**config.mk**
```make
export PLATFORM = sky130hd
export DESIGN_NAME = fase_ctrl
export DESIGN_NICKNAME = d
export VERILOG_FILES = /design/src/rtl/fase_ctrl.sv
export SDC_FILE = /design/constraint.sdc
export NUM_CORES = 1
export LEC_CHECK = 0
export ABC_AREA = 1
export CAP_MARGIN = 20
export CORE_MARGIN = 5
export CORE_UTILIZATION = 40
export DETAILED_ROUTE_END_ITERATION = 10
export GPL_TIMING_DRIVEN = 0
export PLACE_DENSITY = 0.66
export SYNTH_ARGS = -nofsm -noshare
export SYNTH_HDL_FRONTEND = slang
export SYNTH_SLANG_ARGS = --single-unit
```
**constraint.sdc**
```tcl
create_clock -name clk -period 2 [get_ports clk]
set_clock_uncertainty 0.1 [all_clocks]
set_input_delay 0.6 -clock clk [delete_from_list [all_inputs] [get_ports clk]]
set_output_delay 0.6 -clock clk [all_outputs]
set_load 0.02 [all_outputs]
```
**src/rtl/fase_ctrl.sv**
```systemverilog
// fase_ctrl: phase-sequencing controller sitting in front of the 5-phase
// one-hot phase counter. It owns the current phase, only accepts the
// counter's answer when it is the legal successor, stalls the memory phase
// on a request/ack handshake (with timeout), traps illegal counter values
// into a sticky error state and counts retired instructions.
// Optional build macro: FASE_CTRL_PERF_EN enables the memory-stall counter;
// without it stall_count reads as zero and no counter logic exists.
module fase_ctrl #(
    parameter int CNT_W       = 16,
    parameter int TO_W        = 8,
    parameter int MEM_TIMEOUT = 200
) (
    input  logic             clk,
    input  logic             rst,
    input  logic             run,
    input  logic             halt_req,
    input  logic             mem_use,
    input  logic             mem_ack,
    input  logic [4:0]       next_fase,
    output logic [4:0]       cur_fase,
    output logic [4:0]       fase_en,
    output logic             mem_req,
    output logic             busy,
    output logic             err,
    output logic [CNT_W-1:0] inst_count,
    output logic [CNT_W-1:0] stall_count
);

    localparam logic [4:0]      PH_MEM    = 5'b01000;
    localparam logic [4:0]      PH_WB     = 5'b10000;
    localparam logic [TO_W-1:0] TO_LIMIT  = TO_W'(MEM_TIMEOUT);
    localparam bit              TO_ENABLE = (MEM_TIMEOUT != 0);

    typedef enum logic [1:0] {
        S_IDLE,
        S_RUN,
        S_WAIT_MEM,
        S_ERR
    } state_t;

    state_t           state_q, state_d;
    logic [4:0]       cur_fase_q, cur_fase_d;
    logic [4:0]       fase_en_q, fase_en_d;
    logic             mem_req_q, mem_req_d;
    logic             err_q, err_d;
    logic             halt_pend_q, halt_pend_d;
    logic [TO_W-1:0]  to_cnt_q, to_cnt_d;
    logic [CNT_W-1:0] inst_count_q, inst_count_d;

    logic [4:0]       rot_cur;
    logic             phase_ok;
    logic             bad;
    logic [TO_W-1:0]  to_cnt_inc;
    logic             timeout_hit;

    // Legal successor of the current phase, counter sanity and timeout detection.
    always_comb begin
        rot_cur     = (cur_fase_q == 5'b00000 || cur_fase_q == PH_WB) ? 5'b00001
                                                                      : {cur_fase_q[3:0], 1'b0};
        phase_ok    = (next_fase == rot_cur);
        // More than one bit set; all-zero is tolerated (counter idle).
        bad         = ((next_fase & (next_fase - 5'd1)) != 5'd0);
        to_cnt_inc  = (to_cnt_q == '1) ? to_cnt_q : to_cnt_q + TO_W'(1);
        timeout_hit = TO_ENABLE && (to_cnt_inc == TO_LIMIT);
    end

    // Next-state and next-output logic of the sequencing FSM.
    always_comb begin
        state_d      = state_q;
        cur_fase_d   = cur_fase_q;
        fase_en_d    = 5'b00000;
        mem_req_d    = mem_req_q;
        err_d        = err_q;
        halt_pend_d  = halt_pend_q;
        to_cnt_d     = to_cnt_q;
        inst_count_d = inst_count_q;

        // A halt request is remembered until the next retire, never acted on mid-instruction.
        if (state_q != S_IDLE && halt_req) begin
            halt_pend_d = 1'b1;
        end

        case (state_q)
            S_IDLE: begin
                cur_fase_d  = 5'b00000;
                halt_pend_d = 1'b0;
                if (run) begin
                    state_d = S_RUN;
                end
            end
            S_RUN: begin
                if (bad) begin
                    err_d     = 1'b1;
                    mem_req_d = 1'b0;
                    state_d   = S_ERR;
                end else if (phase_ok) begin
                    if (cur_fase_q == PH_WB) begin
                        inst_count_d = inst_count_q + CNT_W'(1);
                    end
                    if (cur_fase_q == PH_WB && (halt_pend_q || halt_req)) begin
                        // Retire and park: no strobe for the phase we decline to start.
                        cur_fase_d  = 5'b00000;
                        halt_pend_d = 1'b0;
                        state_d     = S_IDLE;
                    end else begin
                        cur_fase_d = next_fase;
                        fase_en_d  = next_fase;
                        if (next_fase == PH_MEM && mem_use) begin
                            mem_req_d = 1'b1;
                            to_cnt_d  = '0;
                            state_d   = S_WAIT_MEM;
                        end
                    end
                end
            end
            S_WAIT_MEM: begin
                to_cnt_d = to_cnt_inc;
                // Timeout wins over a simultaneous ack: the transaction is declared lost.
                if (bad || timeout_hit) begin
                    err_d     = 1'b1;
                    mem_req_d = 1'b0;
                    state_d   = S_ERR;
                end else if (mem_ack) begin
                    mem_req_d = 1'b0;
                    state_d   = S_RUN;
                end
            end
            default: begin
                // S_ERR: everything frozen until reset.
            end
        endcase
    end

    // State and output registers, cleared asynchronously by the active-low reset.
    always_ff @(posedge clk or negedge rst) begin
        if (!rst) begin
            state_q      <= S_IDLE;
            cur_fase_q   <= 5'b00000;
            fase_en_q    <= 5'b00000;
            mem_req_q    <= 1'b0;
            err_q        <= 1'b0;
            halt_pend_q  <= 1'b0;
            to_cnt_q     <= '0;
            inst_count_q <= '0;
        end else begin
            state_q      <= state_d;
            cur_fase_q   <= cur_fase_d;
            fase_en_q    <= fase_en_d;
            mem_req_q    <= mem_req_d;
            err_q        <= err_d;
            halt_pend_q  <= halt_pend_d;
            to_cnt_q     <= to_cnt_d;
            inst_count_q <= inst_count_d;
        end
    end

    assign cur_fase   = cur_fase_q;
    assign fase_en    = fase_en_q;
    assign mem_req    = mem_req_q;
    assign err        = err_q;
    assign busy       = (state_q != S_IDLE);
    assign inst_count = inst_count_q;

`ifdef FASE_CTRL_PERF_EN
    logic [CNT_W-1:0] stall_count_q, stall_count_d;

    // Memory-wait cycle count, saturating so long runs never appear to have few stalls.
    always_comb begin
        stall_count_d = stall_count_q;
        if (state_q == S_WAIT_MEM && stall_count_q != '1) begin
            stall_count_d = stall_count_q + CNT_W'(1);
        end
    end

    // Stall counter register, cleared only by reset.
    always_ff @(posedge clk or negedge rst) begin
        if (!rst) begin
            stall_count_q <= '0;
        end else begin
            stall_count_q <= stall_count_d;
        end
    end

    assign stall_count = stall_count_q;
`else
    assign stall_count = '0;
`endif

endmodule

```
==> flow_summary.toml, run 1 <==
[outcome]
status = "finished clean"

[floorplan]
die_w_um = 87.58
die_area_sq_um = 7669
core_area_sq_um = 5886
ioPinCount = 56
start_util_pct = 40.90
fp-row-count = 28
dieHeight_um = 87.58

[power_and_ir_drop]
peakVddDrop_uv = 646.5
power.leakage_nw = 1.610
powerDensity_nw_per_um2 = 770.6
power_mw = 2.482

[grt]
grt_pass1_wl_um = 9018
antenna_found_initial = 0
track_usage_pct = 14.84
grt_pass1_vias = 2009
grt-ovfl-total = 0
grt_max_degree = 30

[logic_synthesis]
syn-instance-count = 314
syn_avg_cell_area_sq_um = 7.667
synth.ff_latch_count = 39
ys_types = 33
yosys_warnings = 0
synth_top_flop_cell = "dfrtp_1"
synthArstFlopShare_pct = 100.0
synth_edf_count = 0
ys_seq_area_share_pct = 40.54
syn_area_sq_um = 2407

[sta]
period_needed_ns = 1.948
finalHoldViolations = 0
worst_slack_ns = 0.05249
min_period_over_period_pct = 97.38
rsz0062_at_grt = "yes"
max_freq_mhz = 513.5
setup_viol = 0
maxSlewViolCount = 0

[critical_path]
cp.required_ns = 1.30
critPathKind = "reg -> out"
cp-start-kind = "flip-flop"
critical_path_arrival_ns = 1.25
slowest_stage = "clkdlybuf4s50_1"
slowest_delay_ns = 0.61
crit_chain = "clkdlybuf4s50_1"
crit_family = "buffers and inverters"
crit_path_end_kind = "output port"
cp_num_buf_inv = 1
cp_max_fo = 2

[drt]
routed_wl_um = 5575
firstDrtPassIters = 4
route.detailed.wl_per_inst_um = 11.96
ant_nets = 0
vias = 2192
drc = 0
viasPerCell = 4.704
drtIter0Drc = 112

[clock_network]
clock-sinks = 39
insertion_delay_ns = 0.29
cts_tree = "yes"
cts_root_buf = "clkbuf_8"
clockBufferDepth = 2
numCtsBuffers = 5
cts.hold.buffers_added = 0
htreeDepth = 2
clk_pin_slew_worst_paths_ns = 0.07

[job]
max_cap_viol_count = 0

[layout]
most-common-layout-cells = "nand2_1 (83), dfrtp_1 (39), buf_4 (31), nor2_1 (27), inv_1 (26)"
syn2layout_area_growth_pct = 33.78
diodes = 0
layout.nets = 407
mostFrequentLayoutCell = "nand2_1"
seq_area_sq_um = 975.9
multi_input_area_sq_um = 1329
layout-drive-gt1-share_pct = 19.18
fill_cells = 582

[placement]
gp_congestion = 0.8534
io_buffers = 39
dp_hpwl_um = 4156
dpl_worst_slack_ns = -0.5941

[hold_path]
hold_class = "in -> async"
## through the flow
| stage | cell area, sq um | setup TNS [ns] | hold slack (ns) | util, % | instances |
|---|---|---|---|---|---|
| 2_1_floorplan | 2464 | 0 | 0.2044 | - | 329 |
| 3_3_place_gp | 2948 | -48.61 | 0.3715 | 50.09 | 443 |
| 3_5_place_dp | 2963 | -17.31 | 0.3713 | 50.34 | 444 |
| 4_1_cts | 3077 | 0 | 0.09044 | 52.27 | 457 |
| 5_1_grt | 3221 | -0.09997 | 0.1041 | 54.72 | 466 |
| 6_report | 3221 | 0 | 0.09390 | 54.72 | 466 |
## sequential cells by signal, summed over array words and instances (netlist names)
name         cells
to_cnt_q         8
err              1
inst_count      16
halt_pend_q      1
cur_fase         5
mem_req          1
fase_en          5
state_q          2
## cells in the mapped netlist, types with 3 or more instances
master / number / area [sq um]
nand2_2: 4 / 25.02
nor3_1: 6 / 30.03
ha_1: 6 / 75.07
xor2_1: 13 / 113.9
dfrtp_1: 39 / 975.9
inv_1: 27 / 101.4
nand2_1: 86 / 322.8
nand3_1: 18 / 90.09
buf_4: 16 / 120.1
xnor2_1: 8 / 70.07
nor2_1: 28 / 105.1
a21oi_1: 4 / 20.02
o21ai_1: 3 / 15.01
nand4_1: 5 / 31.28
o21ai_0: 25 / 125.1
## logic make-up after synthesis
| logic type | after synthesis | share of synthesized area, % |
|---|---|---|
| other | 1 | 0.1558 |
| AOI/OAI and AO/OA | 40 | 9.096 |
| xor gates and xnor gates | 21 | 7.640 |
| buffers and inverters | 49 | 10.24 |
| DFF | 39 | 40.54 |
| adders and majority gates | 6 | 3.118 |
| and+or+nand+nor | 158 | 29.21 |
## layout make-up
class	instances	area share (%)
multi-input cells	241	41.26
clock inverters	1	0.1554
repair inverters	1	0.2331
flip-flops and latches	39	30.30
well taps	75	2.914
repair buffers	55	14.88
plain buffers	18	4.429
clock buffers	7	2.370
inverters	29	3.458
## metal layers
| metal | track usage (%) | up-vias | routed length (um) |
|---|---|---|---|
| met1 | 19.27 | 1009 | 2466 |
| li1 | - | 1125 | - |
| met3 | 2.728 | 5 | 264 |
| met2 | 24.66 | 53 | 2790 |
| met4 | 5.439 | 0 | 53 |
| met5 | 0 | - | 0 |
## worst paths after layout
kind                                    startpoint                    endpoint  slack (ns)  depth (start not counted)
max                            mem_req$_DFFE_PN0P_                     mem_req        0.05                          1
min                                            rst     to_cnt_q[0]$_DFFE_PN0P_        0.09                          1
min reg2reg                        err$_DFFE_PN0P_             err$_DFFE_PN0P_        0.38                          1
max reg2reg                to_cnt_q[0]$_DFFE_PN0P_      state_q[0]$_DFFE_PN0P_        0.09                         12
max in group asynchronous                      rst  inst_count[10]$_DFFE_PN0P_        1.25                          2
min in group clk                   err$_DFFE_PN0P_             err$_DFFE_PN0P_        0.38                          1
## report_power, final
part           total, mW  internal [mW]  switching [mW]
registers          0.958          0.872          0.0866
clock network      0.511          0.245           0.266
logic               1.01          0.413           0.600
total               2.48           1.53           0.953
## repair_timing
item | 4_1_cts | 5_1_grt
setup buffers | 5 | 10
cloned | 1 | 0
resized for setup | 39 | 29
pin swaps | 6 | 17
endpoints found under the setup margin | 59 | 33
Note: power is estimated with default switching activity, not from simulation.
==> run 2, diff against run 1 <==
- CORE_UTILIZATION: 40 -> 35
- GPL_TIMING_DRIVEN: 0 -> unset
- PLACE_DENSITY: 0.66 -> unset
==> run 2 against run 1 <==
  * Via count shrank 1.4%
  * Final area shrank 0.97%
  * Combinational power is essentially flat
  * Largest power group unchanged
==> flow_summary.toml, run 2 (synthesized netlist as in run 1, its figures left out) <==
[outcome]
status = "finished clean"

[clock_network]
htreeDepth = 2
clk_pin_slew_worst_paths_ns = 0.08
cts_root_buf = "clkbuf_8"
insertion_delay_ns = 0.29
clockBufferDepth = 2
numCtsBuffers = 5
clock-sinks = 39
cts_tree = "yes"

[grt]
grt-ovfl-total = 0
track_usage_pct = 13.22
antenna_found_initial = 0
grt_max_degree = 40
grt_pass1_wl_um = 9273
grt_pass1_vias = 2102

[power_and_ir_drop]
peakVddDrop_uv = 667.5
powerDensity_nw_per_um2 = 804.0
power.leakage_nw = 1.593
power_mw = 2.564

[floorplan]
dieHeight_um = 92.94
die_area_sq_um = 8637
start_util_pct = 35.63
ioPinCount = 56
core_area_sq_um = 6756
fp-row-count = 30
die_w_um = 92.94

[critical_path]
crit_family = "buffers and inverters"
cp_max_fo = 2
cp-start-kind = "flip-flop"
slowest_stage = "clkdlybuf4s50_1"
critPathKind = "reg -> out"
cp.required_ns = 1.30
crit_chain = "clkdlybuf4s50_1"
r2r_start = "to_cnt_q[0]$_DFFE_PN0P_"
crit_path_end_kind = "output port"
slowest_delay_ns = 0.61
crit_start = "inst_count[0]$_DFFE_PN0P_"
cp_num_buf_inv = 1
critical_path_arrival_ns = 1.26

[layout]
layout-drive-gt1-share_pct = 18.13
diodes = 0
layout.nets = 402
mostFrequentLayoutCell = "nand2_1"
fill_cells = 670
layoutNonFillerInstCount = 466
syn2layout_area_growth_pct = 32.48
largest_reg_flops = 16
most-common-layout-cells = "nand2_1 (83), dfrtp_1 (39), nor2_1 (27), buf_4 (27), inv_1 (26)"

[hold_path]
hold_class = "in -> async"

[drt]
vias = 2161
ant_nets = 0
viasPerCell = 4.637
firstDrtPassIters = 4
drc = 0
drtIter0Drc = 83
routed_wl_um = 5434
route.detailed.wl_per_inst_um = 11.66

[sta]
period_needed_ns = 1.963
rsz0062_at_grt = "yes"
max_freq_mhz = 509.3
finalHoldViolations = 0
setup_viol = 0
maxSlewViolCount = 0
min_period_over_period_pct = 98.17

[placement]
io_buffers = 39
placed_cells = 450
dp_hpwl_um = 4152
gp_congestion = 0.8275

[job]
max_cap_viol_count = 0
## run 2: cell types whose count changed in the layout (fill, tap and decap cells not counted), sizes merged
cell	previous run	this run
buf	36	31
bufinv	0	1
dlygate4sd2	24	21
dlymetal6s2s	0	3
clkinv	1	2
clkinvlp	1	0
clkbuf	9	8
## run 2: path summary, 6_finish.rpt
path	end	cells after the start	slack (ns)
max	inst_count[0]	1	0.04
min	inst_count[4]$_DFFE_PN0P_	2	0.25
max reg2reg	mem_req$_DFFE_PN0P_	12	0.16
min reg2reg	err$_DFFE_PN0P_	1	0.38
max in group asynchronous	inst_count[6]$_DFFE_PN0P_	2	1.20
min in group clk	err$_DFFE_PN0P_	1	0.38
## run 2: final cells by class
type	count	area [sq um]	area share (%)
Clock buffer	5	68.82	2.158
Clock inverter	3	43.79	1.373
Timing Repair Buffer	69	588.1	18.44
Inverter	29	113.9	3.570
Tap cell	80	100.1	3.138
Multi-Input combinational cell	241	1299	40.72
Sequential cell	39	975.9	30.60
## run 2: per-stage QoR
stage	setup slack (ns)	setup TNS (ns)	hold WS, ns	utilization, %	instance area (sq um)
after global placement	-0.4633	-15.12	0.3724	44.06	2977
final	0.03668	0	0.2546	47.20	3189
after CTS	0.001693	0	0.2692	45.78	3093
after floorplan	0.1311	0	0.2044	-	2464
after global routing	-0.04918	-0.1105	0.2993	47.20	3189
after detailed placement	-0.5106	-16.06	0.3716	44.06	2977
## run 2: power breakdown
group          switching [mW]  internal [mW]
logic                   0.582          0.394
registers              0.0635          0.871
clock network           0.282          0.371
## run 2: metal layers
layer / track usage (%) / up-vias / wire length (um)
met2: 22.20 / 60 / 2661
met3: 3.412 / 6 / 291
met4: 4.029 / 0 / 55
met1: 16.62 / 981 / 2426
li1: - / 1114 / -
met5: 0 / - / 0
## run 2: what timing repair did
| item | 4_1_cts | 5_1_grt |
|---|---|---|
| setup endpoints to repair | 56 | 32 |
| gates resized for setup | 30 | 29 |
| pin swaps | 6 | 4 |
| hold buffers | 0 | 0 |
| buffers inserted | 1 | 7 |
==> run 3, diff against run 2 <==
- PLACE_DENSITY: unset -> 0.67
==> run 3 against run 2 <==
  * Via count grew 0.32%
  * Worst setup slack improved by 0.0041 ns
  * First-iteration DRC count grew 36%
  * Count of clock-buffer cells in the layout unchanged
  * Hold slack got worse by 0.0039 ns
  * Critical endpoint is now err
  * Largest power group unchanged
  * Sequential cell count unchanged
  * Clock power shrank 18%
  * Critical path depth unchanged
  * Power decreased by 2.7%
  * Final cell count decreased by 0.21%
  * Global-route usage is 0.22 points lower
==> flow_summary.toml, run 3 (synthesized netlist as in run 1, its figures left out) <==
[outcome]
status = "finished clean"

[layout]
most-common-layout-cells = "nand2_1 (81), dfrtp_1 (39), inv_1 (27), buf_4 (27), nor2_1 (25)"
mostFrequentLayoutCell = "nand2_1"
largest_reg_flops = 16
diodes = 0
layoutNonFillerInstCount = 465
layout.nets = 401
fill_cells = 654
syn2layout_area_growth_pct = 31.44
layout-drive-gt1-share_pct = 18.96

[critical_path]
reg2reg_to = "state_q[0]$_DFFE_PN0P_"
cp-start-kind = "flip-flop"
critPathKind = "reg -> out"
r2r_start = "to_cnt_q[1]$_DFFE_PN0P_"
slowest_delay_ns = 0.61
cp.required_ns = 1.30
cp_num_buf_inv = 1
reg2reg_slack_ns = 0.06
reg2reg_depth = 12
crit_family = "buffers and inverters"
crit_path_end_kind = "output port"
critical_path_arrival_ns = 1.26
crit_chain = "clkdlybuf4s50_1"
cp_max_fo = 2
slowest_stage = "clkdlybuf4s50_1"

[drt]
route.detailed.wl_per_inst_um = 12.11
vias = 2168
ant_nets = 0
drc = 0
viasPerCell = 4.662
firstDrtPassIters = 4
routed_wl_um = 5633
drtIter0Drc = 113

[grt]
antenna_found_initial = 0
grt_pass1_wl_um = 9170
grt-ovfl-total = 0
grt_max_degree = 40
grt_pass1_vias = 2033
track_usage_pct = 13.00

[power_and_ir_drop]
intPower_mw = 1.521
powerDensity_nw_per_um2 = 788.9
clockPowerShare_pct = 21.4
p_comb_share_pct = 40.8
p_sw_uw = 974.9
peakVddDrop_uv = 513.5
power.leakage_nw = 1.594
power.share.sequential_pct = 37.8
power.share.switching_pct = 39.06

[sta]
setup_viol = 0
worst_slack_ns = 0.04074
finalHoldViolations = 0
maxSlewViolCount = 0
finalSetupTns_ns = 0
tightestPinTransition_ns = 0.5006
maxSlewHeadroom_pct = 66.62
hold_slack_ns = 0.2507
min_period_over_period_pct = 97.96
period_needed_ns = 1.959
rsz0062_at_grt = "yes"
max_freq_mhz = 510.4

[placement]
dp_hpwl_um = 4111
placed_cells = 449
dpl_worst_slack_ns = -0.5436
io_buffers = 39
gp_congestion = 0.8621

[clock_network]
clk_pin_slew_worst_paths_ns = 0.08
cts_root_buf = "clkbuf_8"
numCtsBuffers = 5
htreeDepth = 2
clockBufferDepth = 2
cts.hold.buffers_added = 0
clock-sinks = 39
insertion_delay_ns = 0.30
cts_tree = "yes"

[floorplan]
die_area_sq_um = 8637
ioPinCount = 56
die_w_um = 92.94
core_area_sq_um = 6756
start_util_pct = 35.63
fp-row-count = 30
dieHeight_um = 92.94

[job]
max_cap_viol_count = 0

[hold_path]
hold_class = "in -> async"
[run 3: cell types whose count changed in the layout (fill, tap and decap cells not counted), moves of 2 or more]
cell,previous run,this run
clkinv_2,1,3
o21ai_0,19,22
o21ai_1,7,4
nor2_1,27,25
buf_6,3,1
nor2_2,3,5
nand3_2,2,4
nand2_1,83,81
nand2_2,5,8
nand3_1,17,15
[run 3: how the worst max path moves through the flow]
stage	depth (start not counted)	from	end	slack [ns]
final	1	err$_DFFE_PN0P_	err	0.04
after global routing	12	to_cnt_q[1]$_DFFE_PN0P_	state_q[1]$_DFFE_PN0P_	-0.09
after CTS	1	mem_req$_DFFE_PN0P_	mem_req	0.0002
after detailed placement	10	next_fase[2]	inst_count[1]$_DFFE_PN0P_	-0.54
after global placement	10	next_fase[2]	inst_count[6]$_DFFE_PN0P_	-0.45
after floorplan	7	next_fase[2]	inst_count[0]$_DFFE_PN0P_	0.13
[run 3: power groups by stage]
stage,logic [mW],registers [mW],clock network (mW)
floorplan,0.558,0.981,0
global placement,0.949,0.945,0
detailed placement,0.953,0.948,0
CTS,0.954,0.934,0.545
global route,1.14,0.957,0.591
finish,1.02,0.944,0.533
[run 3: what timing repair did]
action                                  CTS  global route
gates resized for setup                  30            30
cloned                                    0             1
endpoints found under the setup margin   52            21
setup buffers                             0             7
pin swaps                                 3            18
[run 3: final cells by class]
class	instances	area, sq um	share of cell area, %
clock inverters	3	15.01	0.4745
flip-flops and latches	39	975.9	30.84
inverters	29	111.4	3.519
multi-input cells	242	1325	41.87
clock buffers	5	68.82	2.175
repair buffers	67	568.0	17.95
well taps	80	100.1	3.163
[run 3: layer usage]
layer / share of wire (%) / GRT usage (%) / vias to the layer above / routed length (um)
met1: 47 / 17.54 / 996 / 2637
met3: 4.6 / 3.006 / 6 / 259
met2: 48 / 20.76 / 49 / 2686
met4: 0.89 / 3.785 / 0 / 50
met5: 0 / 0 / - / 0
li1: - / - / 1117 / -
[run 3: metrics by stage]
step / power (mW) / instance area, sq um / util, %
6_report: 2.496 / 3164 / 46.83
5_1_grt: 2.688 / 3164 / 46.83
4_1_cts: 2.433 / 3038 / 44.96
3_5_place_dp: 1.901 / 2969 / 43.94
3_3_place_gp: 1.893 / 2969 / 43.94
2_1_floorplan: 1.539 / 2464 / -
